**config.mk**
```make
export PLATFORM = sky130hd
export DESIGN_NAME = board_pattern_gen_flat
export DESIGN_NICKNAME = d
export VERILOG_FILES = /design/src/rtl/board_pattern_gen_if.sv /design/src/rtl/board_pattern_gen.sv /design/src/flat_wrapper.sv
export SDC_FILE = /design/constraint.sdc
export NUM_CORES = 1
export LEC_CHECK = 0
export BUFFER_PORTS_ARGS = -buffer_cell sky130_fd_sc_hd__buf_4
export CAP_MARGIN = 15
export CORE_UTILIZATION = 50
export DETAILED_ROUTE_END_ITERATION = 6
export GPL_TIMING_DRIVEN = 0
export HOLD_SLACK_MARGIN = 0.15
export PLACE_DENSITY = 0.74
export SYNTH_ARGS = -nofsm -noshare
export SYNTH_HDL_FRONTEND = slang
export SYNTH_SLANG_ARGS = --single-unit
```
**constraint.sdc**
```tcl
create_clock -name clk -period 17.75 [get_ports clk]
set_clock_uncertainty 0.05 [all_clocks]
set_input_delay 0 -clock clk [delete_from_list [all_inputs] [get_ports clk]]
set_output_delay 0 -clock clk [all_outputs]
set_load 0.01 [all_outputs]
```
**src/rtl/board_pattern_gen_if.sv**
```systemverilog
`default_nettype none
// ============================================================================
//  Module      : board_pattern_gen_if
//  Description : Request/status bundle for board_pattern_gen. The requester
//                (master) drives the start request and pattern controls; the
//                generator (slave) returns the bitmap and status flags.
//  Revision    : 1.0  initial release
// ============================================================================
interface board_pattern_gen_if #(
    parameter int BOARD_W = 10,
    parameter int BOARD_H = 20
);
    logic                       start;
    logic [2:0]                 mode;
    logic [5:0]                 row_count;
    logic [15:0]                seed;
    logic [BOARD_W*BOARD_H-1:0] board;
    logic                       busy;
    logic                       done;
    logic                       board_valid;

    modport master (
        output start, mode, row_count, seed,
        input  board, busy, done, board_valid
    );

    modport slave (
        input  start, mode, row_count, seed,
        output board, busy, done, board_valid
    );
endinterface
`default_nettype wire

```
**src/rtl/board_pattern_gen.sv**
```systemverilog
`default_nettype none
// ============================================================================
//  Module      : board_pattern_gen
//  Description : Generates a start-of-game board bitmap one row per cycle.
//                Patterns: CLEAR, BOTTOM_FILL, CHECKER and (optionally)
//                GARBAGE driven by a 16-bit Galois LFSR.
//                Define BOARD_PATTERN_GARBAGE_EN to build the GARBAGE mode
//                and its LFSR; otherwise mode 3 produces a clear board.
//  Revision    : 1.0  initial release
// ============================================================================
module board_pattern_gen #(
    parameter int BOARD_W = 10,
    parameter int BOARD_H = 20
) (
    input  wire logic           clk,
    input  wire logic           rst,
    board_pattern_gen_if.slave  bus
);

    localparam int ROW_W = $clog2(BOARD_H);
    localparam int COL_W = $clog2(BOARD_W);

    localparam logic [ROW_W-1:0] C_LAST_ROW = ROW_W'(BOARD_H - 1);
    localparam logic [COL_W-1:0] C_LAST_COL = COL_W'(BOARD_W - 1);
    localparam logic [5:0]       C_MAX_ROWS = 6'(BOARD_H);
`ifdef BOARD_PATTERN_GARBAGE_EN
    localparam logic [15:0]      C_LFSR_DEFAULT = 16'hACE1;
    localparam logic [15:0]      C_LFSR_MASK    = 16'hB400;
`endif

    typedef enum logic [1:0] {
        ST_IDLE = 2'd0,
        ST_FILL = 2'd1,
        ST_DONE = 2'd2
    } state_t;

    typedef enum logic [1:0] {
        PAT_CLEAR   = 2'd0,
        PAT_BOTTOM  = 2'd1,
        PAT_CHECKER = 2'd2,
        PAT_GARBAGE = 2'd3
    } pattern_t;

    state_t                     r_state;
    pattern_t                   r_pat;
    logic [5:0]                 r_cnt;
    logic [ROW_W-1:0]           r_row;
    logic [COL_W-1:0]           r_hole;
    logic [BOARD_W*BOARD_H-1:0] r_board;
    logic                       r_busy;
    logic                       r_done;
    logic                       r_valid;
`ifdef BOARD_PATTERN_GARBAGE_EN
    logic [15:0]                r_lfsr;
`endif

    pattern_t                   w_pat_in;
    logic [5:0]                 w_cnt_in;
    logic                       w_in_range;
    logic [BOARD_W-1:0]         w_row;

    // Decode the requested mode into a pattern; unused codes fall back to CLEAR
    always_comb begin
        w_pat_in = PAT_CLEAR;
        case (bus.mode)
            3'd1:    w_pat_in = PAT_BOTTOM;
            3'd2:    w_pat_in = PAT_CHECKER;
`ifdef BOARD_PATTERN_GARBAGE_EN
            3'd3:    w_pat_in = PAT_GARBAGE;
`endif
            default: w_pat_in = PAT_CLEAR;
        endcase
        w_cnt_in = (bus.row_count > C_MAX_ROWS) ? C_MAX_ROWS : bus.row_count;
    end

    // Content of the row currently addressed by the row pointer
    always_comb begin
        // r >= H - cnt, rearranged to avoid an unsigned underflow
        w_in_range = (int'(r_row) + int'(r_cnt)) >= BOARD_H;
        w_row      = '0;
        for (int c = 0; c < BOARD_W; c++) begin
            case (r_pat)
                PAT_BOTTOM:  w_row[c] = w_in_range && (c != int'(r_hole));
                PAT_CHECKER: w_row[c] = r_row[0] ^ c[0];
`ifdef BOARD_PATTERN_GARBAGE_EN
                PAT_GARBAGE: w_row[c] = w_in_range && (c != int'(r_hole)) && r_lfsr[c];
`endif
                default:     w_row[c] = 1'b0;
            endcase
        end
    end

    // Control FSM, row writer, hole-column tracker and LFSR
    always_ff @(posedge clk or posedge rst) begin
        if (rst) begin
            r_state <= ST_IDLE;
            r_pat   <= PAT_CLEAR;
            r_cnt   <= '0;
            r_row   <= '0;
            r_hole  <= '0;
            r_board <= '0;
            r_busy  <= 1'b0;
            r_done  <= 1'b0;
            r_valid <= 1'b0;
`ifdef BOARD_PATTERN_GARBAGE_EN
            r_lfsr  <= C_LFSR_DEFAULT;
`endif
        end else begin
            case (r_state)
                ST_IDLE: begin
                    r_done <= 1'b0;
                    if (bus.start) begin
                        r_pat   <= w_pat_in;
                        r_cnt   <= w_cnt_in;
                        r_row   <= '0;
                        r_hole  <= '0;
                        r_busy  <= 1'b1;
                        r_valid <= 1'b0;
`ifdef BOARD_PATTERN_GARBAGE_EN
                        r_lfsr  <= (bus.seed == 16'h0000) ? C_LFSR_DEFAULT : bus.seed;
`endif
                        r_state <= ST_FILL;
                    end
                end
                ST_FILL: begin
                    r_board[int'(r_row)*BOARD_W +: BOARD_W] <= w_row;
                    // Hole column is row mod width, kept as a wrapping counter
                    r_hole <= (r_hole == C_LAST_COL) ? '0 : r_hole + COL_W'(1);
`ifdef BOARD_PATTERN_GARBAGE_EN
                    if ((r_pat == PAT_GARBAGE) && w_in_range) begin
                        r_lfsr <= (r_lfsr >> 1) ^ (r_lfsr[0] ? C_LFSR_MASK : 16'h0000);
                    end
`endif
                    if (r_row == C_LAST_ROW) begin
                        r_state <= ST_DONE;
                    end else begin
                        r_row <= r_row + ROW_W'(1);
                    end
                end
                ST_DONE: begin
                    r_done  <= 1'b1;
                    r_busy  <= 1'b0;
                    r_valid <= 1'b1;
                    r_state <= ST_IDLE;
                end
                default: begin
                    r_state <= ST_IDLE;
                end
            endcase
        end
    end

    assign bus.board       = r_board;
    assign bus.busy        = r_busy;
    assign bus.done        = r_done;
    assign bus.board_valid = r_valid;

endmodule
`default_nettype wire
```
**src/flat_wrapper.sv**
```systemverilog
// flat-port wrapper written by rule: the top's interface ports become plain ports
module board_pattern_gen_flat 
#(
    parameter int BOARD_W = 10,
    parameter int BOARD_H = 20
)
  (clk, rst, bus_start, bus_mode, bus_row_count, bus_seed, bus_board, bus_busy, bus_done, bus_board_valid);
  board_pattern_gen_if #(.BOARD_W(BOARD_W), .BOARD_H(BOARD_H)) bus_i ();
  input  wire logic clk;
  input  wire logic rst;
  input wire logic [$bits(bus_i.start)-1:0] bus_start;
  input wire logic [$bits(bus_i.mode)-1:0] bus_mode;
  input wire logic [$bits(bus_i.row_count)-1:0] bus_row_count;
  input wire logic [$bits(bus_i.seed)-1:0] bus_seed;
  output wire logic [$bits(bus_i.board)-1:0] bus_board;
  output wire logic [$bits(bus_i.busy)-1:0] bus_busy;
  output wire logic [$bits(bus_i.done)-1:0] bus_done;
  output wire logic [$bits(bus_i.board_valid)-1:0] bus_board_valid;
  assign bus_i.start = bus_start;
  assign bus_i.mode = bus_mode;
  assign bus_i.row_count = bus_row_count;
  assign bus_i.seed = bus_seed;
  assign bus_board = bus_i.board;
  assign bus_busy = bus_i.busy;
  assign bus_done = bus_i.done;
  assign bus_board_valid = bus_i.board_valid;
  board_pattern_gen #(.BOARD_W(BOARD_W), .BOARD_H(BOARD_H)) u_core (.clk(clk), .rst(rst), .bus(bus_i));
endmodule
```
# == After elaboration in Yosys (flattened, before gate mapping) ==
# Index checks and enable logic that the tools add are counted.
# totals
regBits,222
output_inout_bits,203
mem_bits_ro,0
latch_bits,0
mem_bits_rw,0
input_bits,28
n_memories,0
word_cells,85
# classes
div_mod_pow,0
n_mul,1
order_cmp,2
add_sub_neg,4
bitwise_logic,1
eq_ne,20
muxes,27
shifts,2
reduce_logical,19
# ops
operator,n
bitwise mux 200 bit,1
variable shift 10 x 33 -> 200 bit (first input constant),1
indexed part select 10 x 33 -> 200 bit,1
negation 32 -> 33 bit,1
greater-or-equal comparator 32 x 6 -> 1 bit (second input constant),1
one-hot mux 1 bit (2 select lines),13
inequality test 4 bit (first input constant),6
logical AND 1 bit,10
two-way mux 5 bit,2
one-hot mux 5 bit (2 select lines),1
multiplier 5 x 3 -> 8 bit (second input constant),1
two-way mux 4 bit,2
inequality test 3 x 4 -> 1 bit (first input constant),2
one-hot mux 2 bit (2 select lines),2
one-hot mux 4 bit (2 select lines),1
AND reduction 2 bit,4
adder 5 x 6 -> 7 bit,1
> comparator 6 x 5 -> 1 bit (second input constant),1
two-way mux 6 bit,1
adder 5 x 1 -> 5 bit (second input constant),1
equality test 5 bit (second input constant),1
adder 4 x 1 -> 4 bit (second input constant),1
equality test 2 x 1 -> 1 bit (second input constant),2
equality test 2 bit (second input constant),2
13 further kinds,17

# == Logic depth before layout (Yosys ltp) ==
# logic_depth
ltp_word,6
ltp_mapped,16
depth_no_buf,15

# == Least setup slack after synthesis ==
# Ideal clock, no wire load.
# synth_path
path_kind,reg-to-reg
start,register u_core.r_row[1]
end,register u_core.r_board[110] (netlist: u_core.bus.board[110])
period_less_slack_ns,3.987
stages_incl_launch_ff,16
setup_slack_ns,13.763
setup_ns,0.125
required_time_ns,17.575
path_buffers,2
t_arrival_ns,3.812
cell_sequence,dfrtp_1 > ha_1 > ha_1 > inv_1 > fa_1 > buf_4 > nor3b_1 > nand2_2 > a21oi_1 > ha_1 > clkbuf_1 > nand2_1 > a211oi_4 > nand2_4 > nor2_2 > mux2_2
# synth_between
elab_chain_len,6
word_cells_on_any_way,27
cone_classes,add/sub: 2; mul: 1; order compare: 1; shift: 2; mux: 11; reduce/logical: 10
# synth_lines
element,line_no,text
"start, declared",board_pattern_gen.sv:47,logic [ROW_W-1:0] r_row;
"start signal, assigned",board_pattern_gen.sv:137,r_row <= r_row + ROW_W'(1);
branches (longest 5 deep; another with negation 32 -> 33 bit),n/a,
bitwise mux 200 bit *,board_pattern_gen.sv:126,r_board[int'(r_row)*BOARD_W +: BOARD_W] <= w_row;
"end signal, assigned by index",board_pattern_gen.sv:126,
"end, declared",board_pattern_gen.sv:49,logic [BOARD_W*BOARD_H-1:0] r_board;
# Every way passes the cells marked *.
# A chain may end at the register's enable or synchronous reset.

# == Worst setup path after layout ==
# layout_path
start,register u_core.r_row[1]
end,register u_core.r_board[79] (netlist: u_core.bus.board[79])
# The elaborated chain is that of the path after synthesis.

==> results by group <==
Floorplan
  – Core footprint: 22710 µm²
  – Initial Utilization: 0.5110
  – # rows: 55
  – IO Count: 231
  – Die X: 154.3 µm
  – Vert. Die Dim: 154.3 µm
  – Die footprint: 23820 µm²

Power
  – Leakage: 7.093 nW
  – PD cells: 222.5 nW/µm²
  – Largest vdd supply drop: 0.1526 mV

Synth
  – Post-Syn Instances: 1039
  – Asr flop ratio synth: 1.000
  – Synth area leaders: dfrtp_1 (48%), mux2_2 (19%), nand2_1 (3.3%)
  – Ys flop type: dfrtp_1
  – Yosys top cell area share: 0.4787
  – Post-synth EDFFs: 0
  – Mapped Area: 11600 µm²
  – Yosys Warn Count: 0
  – Register area share after synthesis: 0.4787
  – Synth Register Bits: 222
  – Post-synth cell types: 81
  – Post-synth top area cell: dfrtp_1
  – Syn_area_per_cell: 11.17 µm²
  – Mapped Nets: 1085

Routing
  – Vias: 9490
  – TritonRoute pass-1 iters: 5
  – Routed Antenna Nets: 0
  – Vias/cell: 5.909
  – DRC viols: 0
  – Drt initial violations: 700
  – Average wire per standard cell: 22.29 µm
  – Detailed Route WL: 35800 µm

Timing
  – Final hold vios: 0
  – Worst-margin pin slew: 1105 ps
  – FMAX: 201.7 MHz
  – Setup TNS: 0 ps
  – RSZ-0062 raised after global routing: false
  – Final worst path period share: 0.2793
  – Slew HR: 0.2609
  – Number of endpoints failing setup at the final stage: 0
  – Final-report max-slew violation count: 0
  – Fin crit period: 4958 ps

Clock tree
  – CTS tree: yes
  – Root buffer cell: clkbuf_16
  – Max clock buf depth: 3
  – Clk_lat worst skew: 530 ps
  – TritonCTS Buffers: 25
  – Clk sinks: 222
  – Setup Buffers After CTS: 0
  – Clock-pin slew on the worst setup and hold paths: 60 ps
  – Htree depth: 1
  – Cts repair resizes: 0

GRT
  – Largest net degree at the start of global routing: 117
  – First-pass GRT wire length: 55660 µm
  – Antenna violations before repair: 0
  – Vias in the first global route: 9776
  – Total GRT Usage: 0.3022
  – Total gr overflow: 0

Setup path
  – Most frequent CP cell: ha_1
  – Crit path launch type: flip-flop
  – Data required time of the worst path: 18120 ps
  – CP max-delay cell: a211oi_4
  – R2R setup slack: 12790 ps
  – Crit Path Class: reg2reg
  – Crit path DAT: 5320 ps
  – Slowest cell delay on critical path: 590 ps
  – Worst path cell trace: ha_1, ha_1, inv_1, fa_1, nand2b_1, o21ai_0, nand2_1, a21oi_1, ha_1, clkbuf_1, nand2_1, a211oi_4, nand2_4, nor2_2, mux2_2
  – Worst setup EP type: flip-flop
  – Critical Path Fanout Max: 10

Cells and area
  – Commonest non-fill, non-tap cell in the layout: dfrtp_1
  – Commonest cells after routing, fill and taps aside: dfrtp_1 (222), buf_4 (218), mux2_2 (196), nand2_1 (102), nor2_1 (101)
  – Share of layout cells above drive strength 1: 0.4156
  – Inserted Diodes: 0
  – Area growth, synth to finish: 26.40%
  – Nets: 1348
  – Fin area: 14670 µm²

Run status
  – Status: finished clean

Job
  – Max Cap Violations: 0

Min path
  – Worst Hold Class: in2reg

Placement
  – HPWL Detailed: 26300 µm
  – Routability cong.: 0.9996
  – Placed cell area: 13600 µm²
  – Number of port buffers: 214
[layout make-up]
class | count | area, µm²
buffer | 43 | 249.0
fill | 1814 | 8040
multi-input combinational | 752 | 5718
inverter | 22 | 90.09
sequential | 222 | 5555
timing repair buffer | 236 | 1844
tap | 285 | 356.6
clock inverter | 13 | 160.2
clock buffer | 33 | 695.7
[registers in the layout, indices dropped and copies added, names as in the netlist]
name and count:
u_core.r_hole 4, u_core.bus.done 1, u_core.bus.board 200, u_core.bus.busy 1
u_core.r_cnt 6, u_core.bus.board_valid 1, u_core.r_row 5, u_core.r_pat 2
u_core.r_state 2
[power breakdown]
part	internal [mW]	switching, mW
Clock	0.321	0.211
Combinational	0.691	1.30
Sequential	0.649	0.0964
[cells in the mapped netlist (6+ instances only)]
library cell	instances
dfrtp_1	222
mux2_2	196
nand2_1	102
nor2_1	101
o22ai_1	34
o21ai_0	33
nand3_1	27
a21oi_1	21
clkbuf_1	21
inv_1	21
nor2_2	20
ha_1	16
nand2b_1	16
o32ai_1	13
nor2_4	11
a21oi_2	8
buf_2	8
nor2b_1	8
xor2_1	8
nand4_1	7
nor3_1	7
or3_1	7
a211oi_1	6
buf_6	6
[per-layer routing]
| layer | GRT usage | part of all wire | vias to the layer above |
|---|---|---|---|
| li1 | - | - | 4262 |
| met1 | 0.4083 | 0.43 | 4769 |
| met2 | 0.4827 | 0.47 | 392 |
| met3 | 0.07201 | 0.077 | 67 |
| met4 | 0.09477 | 0.026 | 0 |
| met5 | 0 | 0 | - |
[per-stage QoR]
stage | utilization | cells | power, mW | hold slack, ps | worst slack, ps
2_1_floorplan | - | 1039 | 2.008 | 82.69 | 11620
3_3_place_gp | 0.5975 | 1538 | 2.669 | 202.1 | 9253
3_5_place_dp | 0.5990 | 1539 | 2.689 | 139.3 | 12900
4_1_cts | 0.6460 | 1606 | 3.239 | 227.5 | 12890
5_1_grt | 0.6460 | 1606 | 3.433 | 286.2 | 12470
6_report | 0.6460 | 1606 | 3.263 | 289.3 | 12790
[logic make-up (layout without fill, tap and decap cells)]
group	after synthesis	after routing	synth area share
AND/OR/NAND/NOR	341	341	0.1526
flip-flops	222	222	0.4787
multiplexers	200	200	0.1941
AO/OA/AOI/OAI	179	179	0.1135
buffers and inverters	65	347	0.02857
adder cells (fa/ha/maj)	18	18	0.02070
XOR/XNOR	14	14	0.01186
[what timing repair did]
action	CTS	global route
hold buffers	21	0
endpoints found under the setup margin	0	0
endpoints found under the hold margin	122	0
[critical path: cells and delay by family, from the launching register on]
| kind | cells | cell delay (ps) |
|---|---|---|
| adder cells (fa/ha/maj) | 4 | 1240 |
| AO/OA/AOI/OAI | 3 | 1180 |
| AND/OR/NAND/NOR | 5 | 990 |
| flip-flops | 1 | 530 |
| buffers and inverters | 2 | 480 |
| multiplexers | 1 | 350 |
[worst paths after layout]
check / startpoint / to / cells after the start
max: u_core.r_row[1]$_DFFE_PP0P_ / u_core.bus.board[79]$_DFFE_PP0P_ / 15
min: bus_row_count[4] / u_core.r_cnt[4]$_DFFE_PP0P_ / 4
max reg2reg: u_core.r_row[1]$_DFFE_PP0P_ / u_core.bus.board[79]$_DFFE_PP0P_ / 15
min reg2reg: u_core.r_cnt[3]$_DFFE_PP0P_ / u_core.r_cnt[3]$_DFFE_PP0P_ / 2
max in group asynchronous: rst / u_core.r_hole[3]$_DFFE_PP0P_ / 5
min in group asynchronous: rst / u_core.bus.board[160]$_DFFE_PP0P_ / 4
No activity file was read; power rests on OpenSTA's default activity.
